<file path="config.mk">
export PLATFORM = sky130hd
export DESIGN_NAME = dec_hold_impl
export DESIGN_NICKNAME = d
export VERILOG_FILES = /design/src/rtl/dec_hold_impl.sv
export SDC_FILE = /design/constraint.sdc
export NUM_CORES = 1
export LEC_CHECK = 0
export BUFFER_PORTS_ARGS = -buffer_cell sky130_fd_sc_hd__buf_2
export CORE_MARGIN = 5
export CORE_UTILIZATION = 59
export DETAILED_ROUTE_END_ITERATION = 10
export PLACE_DENSITY = 0.89
export SLEW_MARGIN = 25
export SYNTH_ARGS = -nofsm -noshare
export SYNTH_HDL_FRONTEND = slang
export SYNTH_SLANG_ARGS = --single-unit
export TNS_END_PERCENT = 20
</file>
<file path="constraint.sdc">
create_clock -name clk -period 4.2 [get_ports clk]
set_input_delay 0.63 -clock clk [delete_from_list [all_inputs] [get_ports clk]]
set_output_delay 0.63 -clock clk [all_outputs]
set_load 0.05 [all_outputs]
</file>
<file path="src/rtl/dec_hold_impl.sv">
// Buffered 3-to-8 one-hot decoder: codes queue in a small FIFO and each one is
// driven onto op as a registered one-hot word for HOLD cycles.
module dec_hold_impl #(
    parameter int HOLD  = 4,
    parameter int DEPTH = 2
) (
    input  logic       clk,
    input  logic       rst,
    input  logic [2:0] ip,
    input  logic       ip_valid,
    output logic       ip_ready,
    input  logic       en,
    output logic [7:0] op,
    output logic       op_valid,
    output logic       busy
);

    localparam int AW = (DEPTH > 1) ? $clog2(DEPTH) : 1;
    localparam logic [7:0] HOLD_M1 = 8'(HOLD - 1);

    typedef enum logic {IDLE, ACTIVE} state_t;

    state_t        state_reg, state_next;
    logic [2:0]    mem [DEPTH];
    logic [AW-1:0] wr_ptr_reg, rd_ptr_reg;
    logic [AW:0]   count_reg;
    logic [7:0]    cnt_reg, cnt_next;
    logic [7:0]    op_reg, op_next;
    logic          op_valid_reg, op_valid_next;
    logic          push, pop, full, empty;
    logic [2:0]    head;
    logic [7:0]    head_onehot;

    assign full     = (count_reg == (AW + 1)'(DEPTH));
    assign empty    = (count_reg == '0);
    // Readiness ignores a same-cycle pop so it never depends on en.
    assign ip_ready = !full;
    assign push     = ip_valid && !full;
    assign head     = mem[rd_ptr_reg];

    generate
        for (genvar gi = 0; gi < 8; gi++) begin : g_dec
            assign head_onehot[gi] = (head == 3'(gi));
        end
    endgenerate

    always_comb begin
        state_next    = state_reg;
        cnt_next      = cnt_reg;
        op_next       = op_reg;
        op_valid_next = op_valid_reg;
        pop           = 1'b0;
        case (state_reg)
            IDLE: begin
                op_next       = 8'h00;
                op_valid_next = 1'b0;
                if (en && !empty) begin
                    pop           = 1'b1;
                    op_next       = head_onehot;
                    op_valid_next = 1'b1;
                    cnt_next      = HOLD_M1;
                    state_next    = ACTIVE;
                end
            end
            ACTIVE: begin
                if (cnt_reg != 8'd0) begin
                    cnt_next = cnt_reg - 8'd1;
                end else if (en && !empty) begin
                    // Last hold cycle: chain the next code with no gap.
                    pop      = 1'b1;
                    op_next  = head_onehot;
                    cnt_next = HOLD_M1;
                end else begin
                    op_next       = 8'h00;
                    op_valid_next = 1'b0;
                    state_next    = IDLE;
                end
            end
        endcase
    end

    always_ff @(posedge clk) begin
        if (rst) begin
            state_reg    <= IDLE;
            cnt_reg      <= 8'd0;
            op_reg       <= 8'h00;
            op_valid_reg <= 1'b0;
        end else begin
            state_reg    <= state_next;
            cnt_reg      <= cnt_next;
            op_reg       <= op_next;
            op_valid_reg <= op_valid_next;
        end
    end

    always_ff @(posedge clk) begin
        if (rst) begin
            wr_ptr_reg <= '0;
            rd_ptr_reg <= '0;
            count_reg  <= '0;
        end else begin
            if (push) begin
                wr_ptr_reg <= (wr_ptr_reg == AW'(DEPTH - 1)) ? '0 : wr_ptr_reg + 1'b1;
            end
            if (pop) begin
                rd_ptr_reg <= (rd_ptr_reg == AW'(DEPTH - 1)) ? '0 : rd_ptr_reg + 1'b1;
            end
            case ({push, pop})
                2'b10:   count_reg <= count_reg + 1'b1;
                2'b01:   count_reg <= count_reg - 1'b1;
                default: count_reg <= count_reg;
            endcase
        end
    end

    // Storage needs no reset: only entries below count_reg are ever read.
    always_ff @(posedge clk) begin
        if (push) begin
            mem[wr_ptr_reg] <= ip;
        end
    end

    assign op       = op_reg;
    assign op_valid = op_valid_reg;
    assign busy     = !empty || op_valid_reg;

endmodule

</file>
==> summary.txt <==
Global route
  – Global-route wire length before repair: 4220 microns
  – Global Route Usage Sum: 17.3%
  – Initial antenna violation count: 0
  – Largest net degree at the start of global routing: 14
  – GRT overflow: 0
  – Vias in the first global route: 958

Logic synthesis
  – Seq/Total Area, Yosys: 51.2%
  – Synthesized cell area: 0.00125 sq mm
  – Area contributors post-synth: dfxtp_1 37%, edfxtp_1 14%, a22o_1 6.3%
  – Area fraction of the dominant cell type after synthesis: 36.8%
  – Syn avg cell area: 10.4 sq um
  – Post-synthesis register bit count: 29
  – Distinct cells, synth: 40
  – Mapped Cells: 120
  – Post-synth top area cell: dfxtp_1
  – Yosys Warn Count: 0
  – Net Count, Synth: 130

Clock tree
  – CTS tree: yes
  – Clock root buffer: clkbuf_4
  – H-tree levels: 2
  – Cts bufs inserted: 5
  – CTS max path bufs: 2
  – Clock sink count: 29
  – CTS Hold Bufs: 0
  – Post-CTS Setup Bufs: 0
  – Cts repair resizes: 0
  – Clock transition at path regs: 90 ps
  – Clock Latency Late Sink: 320 ps

STA
  – Fin Setup TNS: 0 ps
  – Slew headroom: 54.7%
  – RSZ-0062 raised after global routing: false
  – Final worst path period share: roughly 57%
  – Fmax: 0.419 GHz
  – Final setup fails: 0
  – Final WS setup: 1810 ps
  – Slew @ Worst Pin: approximately 680 ps
  – Final Hold Fails: 0
  – Tmin final: around 2400 ps
  – Clock skew: 3.52 ps
  – Slew Viols, Final: 0

Die
  – Die width: between 50 and 60 microns
  – Starting Density: 63.1%
  – Ports: 18
  – Die Y: 56.1 microns
  – Total die area: 0.00314 sq mm
  – Core Region: 0.00198 sq mm
  – Cell Rows: 16

Worst setup path
  – CP top delay family: simple AND/OR/NAND/NOR gates
  – CP Class: flip-flop to flip-flop
  – Critical path buffers and inverters: 1
  – WP data arrival: 2640 ps
  – Reg2reg start: cnt_reg[0]
  – Crit path from: cnt_reg[0]
  – WP depth: 8
  – Most used cell, CP: ha_1
  – Worst R2R End: count_reg[1]
  – Setup crit end kind: flip-flop
  – Delay of the slowest critical-path stage: between 400 and 500 ps
  – CP Cell Sequence: inv_1 -> ha_1 -> or3b_2 -> o21a_4 -> nor2_1 -> ha_1 -> or3_1 -> a21oi_1
  – Crit start category: flip-flop
  – Cell depth of the worst flop-to-flop path: 8
  – Crit path required time: between 4000 and 5000 ps
  – Critical Path End: count_reg[1]
  – Reg2Reg Setup Slack: 1810 ps
  – Crit-path max FO: 8
  – CP max stage cell: or3b_2

Finish
  – Post-layout util: 71.3%
  – Share of cells above drive strength 1: about a fifth
  – Diodes inserted: 0
  – Area grow syn2layout: 12.9%
  – Most common cell after layout, fill and taps aside: dfxtp_1
  – Sequential cell area: between 600 and 700 sq um
  – Area occupied by multi-input gates: 576 sq um
  – Design area: approximately 0.0014 sq mm
  – Fin nets: between 150 and 200
  – Filler cells: 145
  – Most frequent cells in the layout: 23 x dfxtp_1, 17 x buf_2, 10 x nor2_1

Placement
  – Buffers added on ports: 17
  – Pre-CTS WS: 1830 ps
  – Post-DP Area: 0.00136 sq mm
  – Placer Congestion: 0.855
  – Final HPWL DP: 1940 microns

Power
  – Seq pwr share: 40.9%
  – Maximum VDD drop: around 0.56 mV
  – P_leak: 0.000609 uW
  – Switching Share: 42.2%
  – Power, Total: 987 uW
  – Comb pwr share: 43.5%
  – Clk pwr share: 15.6%
  – Internal power: about 570 uW
  – Cell Pwr Density: 699 mW/mm^2
  – Switch Pwr: 417 uW

Outcome
  – Status: completed

Routing
  – DR DRC count: 0
  – Post-Route WL: between 2000 and 2500 microns
  – DR pass1 iterations: 5
  – 1st-iter DRT viols: 29
  – DR vias/cell: 5.79
  – WL per Instance: 14.6 microns
  – Post-route ant nets: 0
  – Via count: 984

Min path
  – Hold Path Class: flip-flop to flip-flop

Flow run
  – Count of maximum capacitance violations: 0
final cells by class:
cell class | instances | share of cell area, %
sequential | 29 | 45.3
clock buffer | 6 | 2.92
clock inverter | 2 | 0.709
inverter | 7 | 1.86
tap | 27 | 2.39
multi-input combinational | 82 | 40.7
timing repair buffer | 17 | 6.02
how the worst min path moves through the flow:
stage,slack [ps],start,to,cells past startpoint
floorplan,470,cnt_reg[7],cnt_reg[7],1
global placement,460,op[5],op[5],1
detailed placement,460,op[1],op[1],1
CTS,480,op[1],op[1],1
global route,470,ip[1],mem[0][1],1
finish,480,op[4],op[4],1
cell usage after synthesis:
cell and count:
a211o_1 1, a211oi_1 2, a21o_1 1, a21oi_1 8, a221o_1 2, a22o_1 9
and2_1 1, and3_1 1, and4_1 1, buf_1 1, buf_2 1, dfxtp_1 23
edfxtp_1 6, ha_1 3, inv_1 7, mux2_2 1, mux2i_1 1, nand2_1 3
nand2b_1 3, nand3_1 3, nor2_1 10, nor2b_1 1, nor3_1 5, nor3_2 1
nor3b_1 1, nor4_1 1, nor4_4 1, o211ai_1 1, o21a_1 1, o21a_4 1
o21ai_0 4, o21ai_1 1, o22ai_1 2, o31ai_1 1, o32ai_1 2, or3_1 3
or3b_2 1, or4_4 1, xnor2_1 2, xor2_1 2
worst reg2reg max path, cell delays in order, from the launching register on:
cell and delay (ps):
dfxtp_1 340, inv_1 160, ha_1 190, or3b_2 490
o21a_4 250, nor2_1 100, ha_1 270, or3_1 380
a21oi_1 150
power by group through the flow:
stage          sequential [uW]  clock, uW  combinational (uW)
3_5_place_dp               408          0                 428
6_report                   404        154                 430
5_1_grt                    414        176                 474
2_1_floorplan              415          0                 328
4_1_cts                    402        160                 430
3_3_place_gp               402          0                 408
metrics by stage:
stage / hold slack, ps / std cells
final: 479 / 170
after global routing: 470 / 170
after CTS: 483 / 170
after detailed placement: 462 / 162
after global placement: 458 / 162
after floorplan: 472 / 120
cells by family after synthesis:
| logic type | after synthesis | share of synthesized area, % |
|---|---|---|
| compound gates | 36 | 21.0 |
| xor+xnor | 4 | 2.80 |
| fa+ha+maj | 3 | 3.00 |
| buf+inv | 9 | 2.80 |
| flops | 29 | 51.2 |
| mux | 2 | 1.70 |
| simple gates | 37 | 17.5 |
layer usage:
metal / global-route usage (%) / vias up / wire length, microns
li1: - / 492 / -
met1: 20.1 / 455 / 1090
met2: 27.4 / 33 / 1180
met3: 7.89 / 4 / 176
met4: 7.12 / 0 / 23
met5: 0 / - / 0
Power figures use the tool's default switching activity.
